### config.mk
export PLATFORM = sky130hd
export DESIGN_NAME = sel_rr_arbiter_flat
export DESIGN_NICKNAME = d
export VERILOG_FILES = /design/src/rtl/sel_rr_arbiter_if.sv /design/src/rtl/sel_rr_arbiter.sv /design/src/flat_wrapper.sv
export SDC_FILE = /design/constraint.sdc
export NUM_CORES = 1
export LEC_CHECK = 0
export ABC_AREA = 1
export CAP_MARGIN = 5
export CORE_AREA = 5 5 48 50
export CTS_CLUSTER_SIZE = 28
export DETAILED_ROUTE_END_ITERATION = 12
export DIE_AREA = 0 0 53 55
export GPL_ROUTABILITY_DRIVEN = 0
export PLACE_DENSITY = 0.71
export SYNTH_ARGS = -nofsm -noshare
export SYNTH_HDL_FRONTEND = slang
export SYNTH_SLANG_ARGS = --single-unit
### constraint.sdc
create_clock -name clk -period 1.8 [get_ports clk]
set_clock_uncertainty 0.05 [all_clocks]
set_input_delay 0.18 -clock clk [delete_from_list [all_inputs] [get_ports clk]]
set_output_delay 0.18 -clock clk [all_outputs]
set_load 0.02 [all_outputs]
### src/rtl/sel_rr_arbiter_if.sv
// Request/grant bundle between the two mux requesters and the round-robin select arbiter.
// The master side drives requests and done; the slave (arbiter) drives the one-hot select and status.
interface sel_rr_arbiter_if #(
    parameter int unsigned CNT_W = 8
);
    logic             req_a;
    logic             req_b;
    logic             done;
    logic             sel_a;
    logic             sel_b;
    logic             busy;
    logic             any_req;
    logic [CNT_W-1:0] hold_cnt;
    logic             preempt;

    modport master (
        output req_a, req_b, done,
        input  sel_a, sel_b, busy, any_req, hold_cnt, preempt
    );

    modport slave (
        input  req_a, req_b, done,
        output sel_a, sel_b, busy, any_req, hold_cnt, preempt
    );
endinterface

### src/rtl/sel_rr_arbiter.sv
// Registered two-way round-robin arbiter producing a one-hot {sel_a, sel_b} for the downstream mux.
// Grants persist until released or until HOLD_MAX expires against a competing request.
module sel_rr_arbiter #(
    parameter int unsigned HOLD_MAX = 8,
    parameter int unsigned CNT_W    = 8
) (
    input logic              clk,
    input logic              rst_n,
    sel_rr_arbiter_if.slave  arb
);
    typedef enum logic [1:0] {
        IDLE  = 2'd0,
        GNT_A = 2'd1,
        GNT_B = 2'd2
    } state_e;

    localparam logic [CNT_W-1:0] HoldLast = CNT_W'(HOLD_MAX - 1);

    state_e           state_q, state_d;
    logic             last_q, last_d;
    logic [CNT_W-1:0] hold_q, hold_d;
    logic             preempt_q, preempt_d;
    logic             ownReq;
    logic             otherReq;
    state_e           otherState;

    // last_q = 1 means B was granted most recently, so A wins the first tie after reset.
    always_ff @(posedge clk or negedge rst_n) begin
        if (!rst_n) begin
            state_q   <= IDLE;
            last_q    <= 1'b1;
            hold_q    <= '0;
            preempt_q <= 1'b0;
        end else begin
            state_q   <= state_d;
            last_q    <= last_d;
            hold_q    <= hold_d;
            preempt_q <= preempt_d;
        end
    end

    always_comb begin
        state_d    = state_q;
        last_d     = last_q;
        hold_d     = hold_q;
        preempt_d  = 1'b0;
        ownReq     = 1'b0;
        otherReq   = 1'b0;
        otherState = IDLE;

        unique case (state_q)
            IDLE: begin
                hold_d = '0;
                if (arb.req_a && arb.req_b) begin
                    state_d = last_q ? GNT_A : GNT_B;
                end else if (arb.req_a) begin
                    state_d = GNT_A;
                end else if (arb.req_b) begin
                    state_d = GNT_B;
                end
            end
            GNT_A, GNT_B: begin
                ownReq     = (state_q == GNT_A) ? arb.req_a : arb.req_b;
                otherReq   = (state_q == GNT_A) ? arb.req_b : arb.req_a;
                otherState = (state_q == GNT_A) ? GNT_B : GNT_A;
                // Release outranks expiry, so a done landing on the last allowed cycle never flags preempt.
                if (arb.done || !ownReq) begin
                    state_d = otherReq ? otherState : IDLE;
                    hold_d  = '0;
                end else if ((hold_q == HoldLast) && otherReq) begin
                    state_d   = otherState;
                    preempt_d = 1'b1;
                    hold_d    = '0;
                end else if (hold_q != HoldLast) begin
                    hold_d = hold_q + 1'b1;
                end
            end
            default: begin
                state_d = IDLE;
                hold_d  = '0;
            end
        endcase

        if (state_d == GNT_A) begin
            last_d = 1'b0;
        end else if (state_d == GNT_B) begin
            last_d = 1'b1;
        end
    end

    assign arb.sel_a    = (state_q == GNT_A);
    assign arb.sel_b    = (state_q == GNT_B);
    assign arb.busy     = (state_q == GNT_A) || (state_q == GNT_B);
    assign arb.any_req  = arb.req_a | arb.req_b;
    assign arb.hold_cnt = hold_q;
    assign arb.preempt  = preempt_q;
endmodule

### src/flat_wrapper.sv
// flat-port wrapper written by rule: the top's interface ports become plain ports
module sel_rr_arbiter_flat 
#(
    parameter int unsigned HOLD_MAX = 8,
    parameter int unsigned CNT_W    = 8
)
  (clk, rst_n, arb_req_a, arb_req_b, arb_done, arb_sel_a, arb_sel_b, arb_busy, arb_any_req, arb_hold_cnt, arb_preempt);
  sel_rr_arbiter_if #(.CNT_W(CNT_W)) arb_i ();
  input logic clk;
  input logic rst_n;
  input wire logic [$bits(arb_i.req_a)-1:0] arb_req_a;
  input wire logic [$bits(arb_i.req_b)-1:0] arb_req_b;
  input wire logic [$bits(arb_i.done)-1:0] arb_done;
  output wire logic [$bits(arb_i.sel_a)-1:0] arb_sel_a;
  output wire logic [$bits(arb_i.sel_b)-1:0] arb_sel_b;
  output wire logic [$bits(arb_i.busy)-1:0] arb_busy;
  output wire logic [$bits(arb_i.any_req)-1:0] arb_any_req;
  output wire logic [$bits(arb_i.hold_cnt)-1:0] arb_hold_cnt;
  output wire logic [$bits(arb_i.preempt)-1:0] arb_preempt;
  assign arb_i.req_a = arb_req_a;
  assign arb_i.req_b = arb_req_b;
  assign arb_i.done = arb_done;
  assign arb_sel_a = arb_i.sel_a;
  assign arb_sel_b = arb_i.sel_b;
  assign arb_busy = arb_i.busy;
  assign arb_any_req = arb_i.any_req;
  assign arb_hold_cnt = arb_i.hold_cnt;
  assign arb_preempt = arb_i.preempt;
  sel_rr_arbiter #(.HOLD_MAX(HOLD_MAX), .CNT_W(CNT_W)) u_core (.clk(clk), .rst_n(rst_n), .arb(arb_i));
endmodule
==> Yosys cells after proc, flatten, opt, wreduce, memory -nomap -nowiden <==
Cells that the tools add are included.
{ "op_classes": {"addsub": 1, "muxes": 20, "n_eq_ne": 7, "bitwise_logic": 1, "reduce_logical": 8} }
{ "ops": {"columns": ["cell", "count"], "rows": [
  ["8-bit two-way mux", 4],
  ["2-bit two-way mux", 8],
  ["8-bit by 1-bit adder with 8-bit output (second input constant)", 1],
  ["8-bit by 3-bit equality test with 1-bit output (second input constant)", 1],
  ["8-bit by 3-bit inequality test with 1-bit output (second input constant)", 1],
  ["1-bit two-way mux", 7],
  ["2-bit by 1-bit equality test with 1-bit output (second input constant)", 2],
  ["2-bit equality test (second input constant)", 2],
  ["4-bit by 1-bit inequality test with 1-bit output (second input constant)", 1],
  ["2-bit one-hot mux with 2 select lines", 1],
  ["1-bit logical AND", 2],
  ["2-bit logical NOT", 1],
  ["1-bit logical OR", 2],
  ["2-bit nonzero test", 1],
  ["2-bit OR reduction", 1],
  ["1-bit logical NOT", 1],
  ["1-bit bitwise OR", 1]
]} }
{ "word_totals": {"in_bits": 5, "register_bits": 12, "output_inout_bits": 13} }

==> Depth between registers and ports, before layout <==
Gate-level depths: netlist of run 1.
{ "logic_depth": {"word_depth": 9, "mapped_depth": 14, "ltp_nobuf": 14} }

==> Worst setup path before layout of run 1 <==
Ideal clock, no wire load.
{ "synth_timing": {"kind": "reg2reg", "start": "register u_core.state_q[1]", "end": "register u_core.last_q", "setup_time_ns": 0.079, "stages_incl_launch_ff": 13, "arrival_time_ns": 1.839, "slack_ns": -0.168, "required_ns": 1.671, "cell_sequence": "dfrtp_1 > inv_1 > ha_1 > inv_1 > nand2_1 > nand2_1 > nand2_2 > nand2_1 > nand3_1 > nand2_1 > a21oi_1 > ha_1 > o21ai_0"} }
{ "synth_via": {"elab_chain_len": 8, "elab_cells_between_ends": 21, "classes_between": "eq/ne: 4; mux: 11; reduce/logical: 6"} }
{ "synth_rtl": {"columns": ["item", "line_no", "text"], "rows": [
  ["start: declaration", "sel_rr_arbiter.sv:19", "state_e state_q, state_d;"],
  ["start signal: assignment", "sel_rr_arbiter.sv:35", "state_q <= state_d;"],
  ["2-bit by 1-bit equality test with 1-bit output (*)", null, null],
  ["net arb_sel_a", "flat_wrapper.sv:14", "output wire logic [$bits(arb_i.sel_a)-1:0] arb_sel_a;"],
  ["1-bit two-way mux, on equally long branches", "sel_rr_arbiter.sv:64, sel_rr_arbiter.sv:63", null],
  ["1-bit logical AND or 1-bit logical NOT (tied branches)", "sel_rr_arbiter.sv:70, sel_rr_arbiter.sv:67", null],
  ["2-bit two-way mux or 1-bit logical OR (tied branches)", "sel_rr_arbiter.sv:70, sel_rr_arbiter.sv:67", null],
  ["2-bit two-way mux", "sel_rr_arbiter.sv:67", "if (arb.done || !ownReq) begin"],
  ["2-bit one-hot mux with 2 select lines (*)", "sel_rr_arbiter.sv:51", "unique case (state_q)"],
  ["net u_core.state_d[0]", "sel_rr_arbiter.sv:19", null],
  ["2-bit by 1-bit equality test with 1-bit output or 2-bit equality test (tied branches)", "sel_rr_arbiter.sv:84, sel_rr_arbiter.sv:86", null],
  ["1-bit two-way mux or 2-bit nonzero test (tied branches)", null, null],
  ["end signal: assignment", "sel_rr_arbiter.sv:36", "last_q <= last_d;"],
  ["end: declaration", "sel_rr_arbiter.sv:20", "logic last_q, last_d;"]
]} }
The timed path passes the listed nets; every way through them passes the cells marked *.
A chain may end at the register's enable or synchronous reset.

==> Worst setup path in the final report of run 1 <==
{ "layout_timing": {"start": "register u_core.state_q[0]", "end": "register u_core.last_q"} }
{ "layout_via": {"elab_chain_len": 8, "elab_cells_between_ends": 21, "classes_between": "eq/ne: 4; mux: 11; reduce/logical: 6"} }
{ "layout_rtl": {"columns": ["item", "line_no"], "rows": [
  ["2-bit by 1-bit equality test with 1-bit output", null],
  ["1-bit two-way mux, on equally long branches", "sel_rr_arbiter.sv:64, sel_rr_arbiter.sv:63"],
  ["1-bit logical AND or 1-bit logical NOT (tied branches)", "sel_rr_arbiter.sv:70, sel_rr_arbiter.sv:67"],
  ["2-bit two-way mux or 1-bit logical OR (tied branches)", "sel_rr_arbiter.sv:70, sel_rr_arbiter.sv:67"],
  ["2-bit two-way mux", "sel_rr_arbiter.sv:67"],
  ["2-bit one-hot mux with 2 select lines (*)", "sel_rr_arbiter.sv:51"],
  ["net u_core.state_d[0]", "sel_rr_arbiter.sv:19"],
  ["2-bit by 1-bit equality test with 1-bit output or 2-bit equality test (tied branches)", "sel_rr_arbiter.sv:84, sel_rr_arbiter.sv:86"],
  ["1-bit two-way mux or 2-bit nonzero test (tied branches)", null]
]} }
Marks and branches as above.

==> reports/qor.yml, run 1 <==
outcome: "completed"
final_antenna_net_count: 0
r2r-end: "u_core.last_q"
dpl-instance-area_um2: 1090
stdcell_area_um2: 1140
hpwl_um: 1400
drt_pass1_iterations: 6
wirelength_um: 1780
cp_max_fo: 5
initial_core_util_pct: 40.3
worstMarginPinSlew_ns: 0.554
yosys.area.top_type: "dfrtp_1"
period_needed_ns: 1.78
peakVddDrop_v: 0.000903
crit_type: "register to register"
synth_seq_cells: 12
p_leak_nw: 0.518
drive_gt1_share_pct: 30.5
synth-main-ff-cell: "dfrtp_1"
end_kind: "register"
grt-ovfl-total: 0
synth_cell_types: 22
required_ns: 1.96
grt_pass1_wl_um: 2940
power.density_nw_per_um2: 1120
synthTopCellsByCount: "nand2_1 (19), nor2_1 (15), dfrtp_1 (11), inv_1 (10), ha_1 (6)"
r2r_start: "u_core.state_q[0]"
syn_nets: 106
post-synth-top-count-cell: "nand2_1"
antenna_found_initial: 0
final_nets: 143
synth_top_area_share_pct: 36.7
portBuffers: 17
die_w_um: 53
max_slew_margin_pct: 63.0
track_usage_pct: 13.9
yosysWarnings: 0
r2r_cells: 9
syn_avg_cell_area_um2: 7.89
final-hold-violation-count: 0
syn-instance-count: 95
hold_class: "input port to async pin"
setup_viol: 0
root_buffer: "clkbuf_4"
max_cap_violations: 0
grt_setup_unrepaired: "true"
grt_pass1_vias: 700
die_h_um: 55
crit_arrival_ns: 1.94
finalPower_mw: 1.28
syn_area_um2: 749
start_kind: "register"
drt_iter0_drc: 15
antennaDiodeCount: 0
synth-edff-count: 0
clk_pin_slew_worst_paths_ns: 0.08
max_freq_mhz: 561
cts_inserted_buffers: 3
num_io_pins: 18
syn_to_final_growth_pct: 51.9
clk_latency_ns: 0.27
drc: 0
cts_tree: "built"
fp-row-count: 16
grt_max_degree: 13
dieArea_um2: 2920
clock_sinks: 12
via_per_inst: 4.62
post_drt_wl_per_cell_um: 11.3
core_um2: 1860
drv_slew: 0
reg2reg_slack_ns: 0.02
yosys-top-cells-area: "dfrtp_1 (37%), ha_1 (10%), nand2_1 (9.5%), nor2_1 (7.5%), inv_1 (5.0%)"
yosysSeqAreaShare_pct: 40.2
h-tree-depth: 1
fin_crit_sh_pct: 99.0
vias: 730
synthArstFlopShare_pct: 100
cts_max_path_buffers: 2
## metal layers
layer  global-route usage [%]  vias up  share of wire, %
met1                     15.7      332                46
met5                        0        -                 0
met2                     25.0       17                50
met3                     3.75        2               3.6
met4                     5.53        0              0.39
li1                         -      379                 -
## what timing repair did
item / 4_1_cts / 5_1_grt
gates resized for setup: 4 / 6
pin swaps: 0 / 3
setup endpoints to repair: 2 / 3
setup buffers: 0 / 1
hold buffers: 0 / 0
## placed cells by master (no fill, tap or decap), types with 2 or more instances in the layout
cell type	count
dfrtp_1	8
a21oi_2	2
xnor2_1	2
ha_4	2
inv_2	5
ha_1	4
nand2_1	17
nor2_4	2
nand3_1	5
dlymetal6s2s_1	2
dfrtp_2	3
clkbuf_4	3
o21ai_0	2
clkdlybuf4s50_1	14
a21oi_1	3
nand2_2	4
nor2_1	15
nor3_1	4
buf_4	15
o21ai_1	2
inv_1	7
## worst max path at each step
stage / end / start / cells after the start / slack, ns
after CTS: arb_sel_a / u_core.state_q[1] / 3 / 0.005
final: u_core.last_q / u_core.state_q[0] / 9 / 0.02
after detailed placement: u_core.last_q / arb_req_a / 9 / -0.09
after global routing: u_core.last_q / u_core.state_q[1] / 9 / -0.11
after floorplan: u_core.last_q / u_core.arb.hold_cnt[0] / 10 / 0.0003
after global placement: u_core.last_q / arb_req_a / 9 / -0.06
## power by group
group / internal, mW / switching (mW)
Combinational: 0.341 / 0.397
Clock: 0.0858 / 0.0915
Sequential: 0.326 / 0.0359
## kinds of logic (layout without fill, tap and decap cells)
| kind of cell | Yosys count | in the layout | share of synthesized area, % |
|---|---|---|---|
| flops | 12 | 12 | 40.2 |
| mux | 1 | 1 | 1.34 |
| fa+ha+maj | 6 | 6 | 10.0 |
| compound gates | 11 | 11 | 8.85 |
| simple gates | 50 | 50 | 30.0 |
| buf+inv | 12 | 48 | 6.01 |
| xor+xnor | 3 | 3 | 3.51 |
## flip-flops by register name (all words and copies together) (netlist names)
name	count
u_core.arb.hold_cnt	8
u_core.last_q	1
u_core.state_q	2
u_core.arb.preempt	1
## through the flow
step / setup TNS [ns] / setup slack (ns) / std cells / hold WS (ns) / utilization [%]
3_3_place_gp: -0.0640 / -0.0640 / 153 / 0.422 / 58.3
2_1_floorplan: 0 / 0.000259 / 95 / -0.166 / -
4_1_cts: 0 / 0.00537 / 157 / 0.227 / 60.1
3_5_place_dp: -0.0910 / -0.0910 / 153 / 0.428 / 58.3
5_1_grt: -0.108 / -0.108 / 158 / 0.251 / 61.2
6_report: 0 / 0.0184 / 158 / 0.213 / 61.2
## cell type report
type                    instances  area (µm²)
well taps                      27        33.8
flip-flops and latches         12         305
fillers                       166         723
clock buffers                   4        26.3
repair buffers                 32         287
inverters                      12        45.0
multi-input cells              71         442
## critical path: stages (launching register included)
cell and delay [ns]:
dfrtp_2 0.44, ha_4 0.20, a21oi_2 0.16, o21ai_2 0.11
a21oi_1 0.14, nand2_1 0.08, a21oi_2 0.16, ha_1 0.25
nand2_1 0.07, o21ai_1 0.05
(Power assumes the default switching activity.)
==> run 2, diff against run 1 <==
--- a/config.mk
+++ b/config.mk
@@ -7,12 +7,15 @@
 export LEC_CHECK = 0
 export ABC_AREA = 1
 export CAP_MARGIN = 5
-export CORE_AREA = 5 5 48 50
+export CELL_PAD_IN_SITES_DETAIL_PLACEMENT = 2
+export CELL_PAD_IN_SITES_GLOBAL_PLACEMENT = 2
+export CORE_AREA = 5 5 62 64
 export CTS_CLUSTER_SIZE = 28
 export DETAILED_ROUTE_END_ITERATION = 12
-export DIE_AREA = 0 0 53 55
+export DIE_AREA = 0 0 67 69
 export GPL_ROUTABILITY_DRIVEN = 0
-export PLACE_DENSITY = 0.71
+export MAX_ROUTING_LAYER = met4
+export PLACE_DENSITY_LB_ADDON = 0.1
 export SYNTH_ARGS = -nofsm -noshare
 export SYNTH_HDL_FRONTEND = slang
 export SYNTH_SLANG_ARGS = --single-unit
==> run 2 against run 1 <==
  * The flow now finishes with violations (setup timing)
  * Highest routed layer unchanged
  * Wire length up 69%
  * Non-clock buffer count up 13
  * Final cell count up 20%
  * Final area up 20%
  * Global-route usage down 1.2 points
  * Utilization down 19 points
  * Via count up 15%
  * Die area up 59%
  * Clock power up 11%
  * Largest cell class unchanged
  * Critical path depth up 1
==> reports/qor.yml, run 2 (synthesis gave the netlist of run 1 again) <==
outcome: "finished, violations left"
violations: "setup timing"
reg2reg_slack_ns: -0.14
dieArea_um2: 4620
vias: 836
via_per_inst: 4.40
num_io_pins: 18
syn_to_final_growth_pct: 82.0
ctsHoldBuffers: 0
p_leak_nw: 0.594
die_h_um: 69
pre_cts_ws_ns: -0.193
required_ns: 1.98
tns_ns: -0.153
seqPwrFrac_pct: 22.5
die_w_um: 67
period_needed_ns: 1.94
post_drt_wl_per_cell_um: 15.9
grt_setup_unrepaired: "true"
stdcell_area_um2: 1360
max_slew_margin_pct: 58.7
layout_commonest_cell: "buf_4"
drt_pass1_iterations: 4
fin_crit_sh_pct: 108
cp_max_fo: 5
cts_max_path_buffers: 2
max_cap_violations: 0
r2r-end: "u_core.last_q"
r2r_cells: 10
setup_viol: 2
crit_arrival_ns: 2.11
p_int_uw: 916
fp-row-count: 21
antenna_found_initial: 0
drive_gt1_share_pct: 48.6
portBuffers: 17
switching_power_uw: 736
antennaDiodeCount: 0
grt_pass1_vias: 943
final_antenna_net_count: 0
nFillCells: 379
sw_frac_of_total_pct: 44.5
grt_max_degree: 13
track_usage_pct: 12.7
multi_input_area_um2: 538
hold_class: "input port to async pin"
root_buffer: "clkbuf_4"
end_kind: "register"
power.density_nw_per_um2: 1210
final_nets: 156
h-tree-depth: 1
clkPwrFrac_pct: 11.9
drc: 0
grt_pass1_wl_um: 4320
drv_slew: 0
wirelength_um: 3020
r2r_start: "u_core.arb.hold_cnt[1]"
dpl-instance-area_um2: 1160
clk_latency_ns: 0.29
fin_util_pct: 42.2
peakVddDrop_v: 0.000813
largest_register_ffs: 8
comb_power_share_pct: 65.6
core_um2: 3230
grt-ovfl-total: 0
crit_path_top_delay_cell: "dfrtp_2"
cts_inserted_buffers: 3
initial_core_util_pct: 23.2
final-hold-violation-count: 0
hpwl_um: 2070
crit_chain: "ha_2, nand3_2, nor2_4, nand3_1, nand3_2, nand2_2, a21oi_4, ha_4, nand2_2, o21ai_2"
cp_top_family: "simple AND/OR/NAND/NOR gates"
slowest_delay_ns: 0.37
worstMarginPinSlew_ns: 0.617
hold_ws_ns: 0.211
clk_pin_slew_worst_paths_ns: 0.09
cts_tree: "built"
layout.cells.most_common_list: "buf_4 (27), nor2_1 (14), clkdlybuf4s50_1 (12), nand2_1 (11), dfrtp_1 (8)"
start_kind: "register"
path_buf_inv: 0
drt_iter0_drc: 24
ff_latch_area_um2: 305
max_freq_mhz: 516
setup_slack_ns: -0.137
clock_sinks: 12
crit_type: "register to register"
run 2: changes by cell type in the layout (fill, tap and decap cells not counted), moves of 3 or more:
| cell | delta |
|---|---|
| buf_4 | +12 |
| nand2_1 | -6 |
| nand2_4 | +4 |
| inv_1 | -3 |
run 2: through the flow:
stage / cells / power (mW)
final: 190 / 1.65
after global routing: 190 / 1.78
after CTS: 186 / 1.35
after detailed placement: 179 / 1.14
after global placement: 179 / 1.11
after floorplan: 95 / 0.799
run 2: repair_timing:
action                     4_1_cts  5_1_grt
setup buffers                    3        4
setup endpoints to repair        4        2
pin swaps                        5       13
gates cloned                     0        0
gates resized for setup         10       28
run 2: final cells by class:
class	count	share of cell area (%)
flip-flops and latches	12	22.4
well taps	46	4.22
multi-input cells	71	39.4
repair buffers	45	28.3
clock buffers	4	1.93
inverters	12	3.76
run 2: metal layers:
layer | part of all wire [%] | track usage [%]
met3 | 1.9 | 1.62
met5 | 0 | -
met4 | 2.2 | 5.41
met1 | 39 | 13.6
met2 | 57 | 22.7
run 2: worst max-delay path by stage:
stage	startpoint	to	slack [ns]	cells past startpoint
after global routing	u_core.arb.hold_cnt[1]	u_core.last_q	-0.21	10
final	u_core.arb.hold_cnt[1]	u_core.last_q	-0.14	10
after global placement	arb_req_a	u_core.last_q	-0.11	11
after detailed placement	arb_req_a	u_core.last_q	-0.19	11
after floorplan	u_core.arb.hold_cnt[0]	u_core.last_q	0.0003	10
after CTS	u_core.state_q[1]	u_core.last_q	-0.05	13
run 2: power by group through the flow:
| stage | Clock [mW] | Combinational (mW) | Sequential (mW) |
|---|---|---|---|
| 3_3_place_gp | 0 | 0.744 | 0.370 |
| 6_report | 0.197 | 1.08 | 0.372 |
| 3_5_place_dp | 0 | 0.767 | 0.372 |
| 5_1_grt | 0.219 | 1.18 | 0.377 |
| 2_1_floorplan | 0 | 0.419 | 0.380 |
| 4_1_cts | 0.200 | 0.784 | 0.368 |
run 2: worst register-to-register path, cell delays in order, from the launching register on:
cell and delay (ns):
dfrtp_2 0.37, ha_2 0.20, nand3_2 0.11, nor2_4 0.21
nand3_1 0.16, nand3_2 0.14, nand2_2 0.09, a21oi_4 0.21
ha_4 0.23, nand2_2 0.06, o21ai_2 0.04
==> run 3, diff against run 2 <==
--- a/config.mk
+++ b/config.mk
@@ -5,17 +5,17 @@
 export SDC_FILE = /design/constraint.sdc
 export NUM_CORES = 1
 export LEC_CHECK = 0
-export ABC_AREA = 1
 export CAP_MARGIN = 5
 export CELL_PAD_IN_SITES_DETAIL_PLACEMENT = 2
 export CELL_PAD_IN_SITES_GLOBAL_PLACEMENT = 2
-export CORE_AREA = 5 5 62 64
+export CORE_AREA = 5 5 60 62
 export CTS_CLUSTER_SIZE = 28
 export DETAILED_ROUTE_END_ITERATION = 12
-export DIE_AREA = 0 0 67 69
+export DIE_AREA = 0 0 65 67
 export GPL_ROUTABILITY_DRIVEN = 0
 export MAX_ROUTING_LAYER = met4
 export PLACE_DENSITY_LB_ADDON = 0.1
+export RECOVER_POWER = 25
 export SYNTH_ARGS = -nofsm -noshare
 export SYNTH_HDL_FRONTEND = slang
 export SYNTH_SLANG_ARGS = --single-unit
==> run 3 against run 2 <==
  * The run still ends with setup timing left
  * Synthesized area is 0.33% higher
  * Utilization fell by 0.35 points
  * Global-route usage up 0.58 points
  * Clock-buffer cell count is the same
  * Via count shrank 7.4%
  * Sequential power decreased by 3%
  * Total power decreased by 13%
  * Wire length shrank 19%
==> reports/qor.yml, run 3 <==
outcome: "finished, violations left"
violations: "setup timing"
yosysSeqAreaShare_pct: 40.1
place_inst: 151
dieArea_um2: 4360
track_usage_pct: 13.3
hold_class: "input port to async pin"
root_buffer: "clkbuf_4"
worstMarginPinSlew_ns: 0.567
grt_pass1_vias: 898
finalPower_mw: 1.44
grt-ovfl-total: 0
grt.busiest_layer: "met2"
grt_setup_unrepaired: "true"
power.density_nw_per_um2: 1160
r2r_start: "u_core.arb.hold_cnt[3]"
max_freq_mhz: 477
use_met3_pct: 3.71
crit_arrival_ns: 2.25
largest_register_ffs: 8
yosys.area.top_type: "dfrtp_1"
synthArstFlopShare_pct: 100
grt_max_degree: 13
h-tree-depth: 1
num_io_pins: 18
syn_to_final_growth_pct: 65.7
die_h_um: 67
wirelength_um: 2440
reg2reg_slack_ns: -0.30
drv_slew: 0
grt_pass1_wl_um: 4240
setup_viol: 2
tns_ns: -0.432
r2r_cells: 6
clk_latency_ns: 0.28
max_cap_violations: 0
gr-usage-met1_pct: 15.4
hpwl_um: 1910
peakVddDrop_v: 0.000533
die_w_um: 65
cp_max_fo: 4
syn_area_um2: 752
cts_tree: "built"
layout_commonest_cell: "buf_4"
hold_ws_ns: 0.273
drt_iter0_drc: 21
ctsHoldBuffers: 0
core_um2: 2980
synth_seq_cells: 12
via_per_inst: 4.90
portBuffers: 17
initial_core_util_pct: 25.3
drive_gt1_share_pct: 40.0
clk_pin_slew_worst_paths_ns: 0.09
syn_nets: 90
vias: 774
antenna_found_initial: 0
final-hold-violation-count: 0
cts_inserted_buffers: 3
fp-row-count: 20
syn-instance-count: 79
synth_cell_types: 30
synth-edff-count: 0
max_slew_margin_pct: 62.1
layout.cells.most_common_list: "buf_4 (24), clkdlybuf4s50_1 (12), nor2_1 (9), nand3_1 (8), dfrtp_1 (8)"
startpoint: "u_core.arb.hold_cnt[3]"
fin_crit_sh_pct: 117
post-synth-top-count-cell: "dfrtp_1"
post_drt_wl_per_cell_um: 15.5
syn_avg_cell_area_um2: 9.52
yosysWarnings: 0
setup_slack_ns: -0.297
p_leak_nw: 0.529
drt_pass1_iterations: 4
required_ns: 1.95
period_needed_ns: 2.10
fin_util_pct: 41.8
synth-main-ff-cell: "dfrtp_1"
synth_top_area_share_pct: 36.6
final_antenna_net_count: 0
stdcell_count: 158
end_kind: "register"
synthTopCellsByCount: "dfrtp_1 (11), nor2_1 (9), nand3_1 (8)"
start_kind: "register"
antennaDiodeCount: 0
cts_max_path_buffers: 2
drc: 0
clock_sinks: 12
grt.met2_usage_pct: 22.7
crit_type: "register to register"
final_nets: 137
yosys-top-cells-area: "dfrtp_1 (37%), ha_1 (10%), nand3_1 (5.3%), nor2_1 (4.5%), a21oi_1 (4.0%)"
## run 3: cell types whose count changed in the layout (fill, tap and decap cells not counted), sizes merged, moves of 2 or more
cell	before	now
nand2	21	6
nor2	18	9
or3	0	2
nand3	5	8
o21ai	5	2
buf	28	25
or2	0	2
inv	11	4
dlymetal6s2s	2	0
## run 3: kinds of logic (layout without fill, tap and decap cells)
logic type	after synthesis	in the layout	synth area share, %
compound gates	15	15	14.6
xor+xnor	4	4	4.66
fa+ha+maj	6	6	9.98
buf+inv	4	50	2.00
flops	12	12	40.1
mux	1	1	1.50
simple gates	37	37	27.1
## run 3: worst paths after layout
check / end
max: u_core.last_q
min: u_core.arb.hold_cnt[1]
max in group asynchronous: u_core.state_q[0]
min in group clk: u_core.last_q
min reg2reg: u_core.last_q
max reg2reg: u_core.last_q
## run 3: final cells by class
class / instances / area [µm²]
flip-flops and latches: 12 / 305
fillers: 341 / 1730
inverters: 4 / 15.0
well taps: 33 / 41.3
clock buffers: 4 / 26.3
multi-input cells: 63 / 502
repair buffers: 42 / 357
## run 3: timing repair
item,4_1_cts,5_1_grt
pin swaps,5,5
resized for setup,5,5
setup buffers,2,3
endpoints found under the setup margin,12,8
## run 3: routing by layer
layer	vias up	share of wire [%]
li1	379	-
met1	383	47
met2	10	49
met3	2	3.1
met4	0	0.78
met5	-	0
## run 3: per-stage QoR
step	cell area, µm²	worst slack [ns]
2_1_floorplan	796	-0.318
3_3_place_gp	1170	-0.268
3_5_place_dp	1170	-0.333
4_1_cts	1210	-0.296
5_1_grt	1250	-0.388
6_report	1250	-0.297
## run 3: worst max-delay path, stage by stage, from the launching register on
cell and delay [ns]:
dfrtp_2 0.41, or4_4 0.53, nor3_4 0.22, a21oi_2 0.12
o32ai_4 0.29, ha_1 0.28, o21ai_1 0.12
## run 3: report_power, final
part | internal, mW | switching [mW] | total (mW)
sequential | 0.324 | 0.0363 | 0.360
clock | 0.0859 | 0.0954 | 0.181
combinational | 0.454 | 0.446 | 0.900
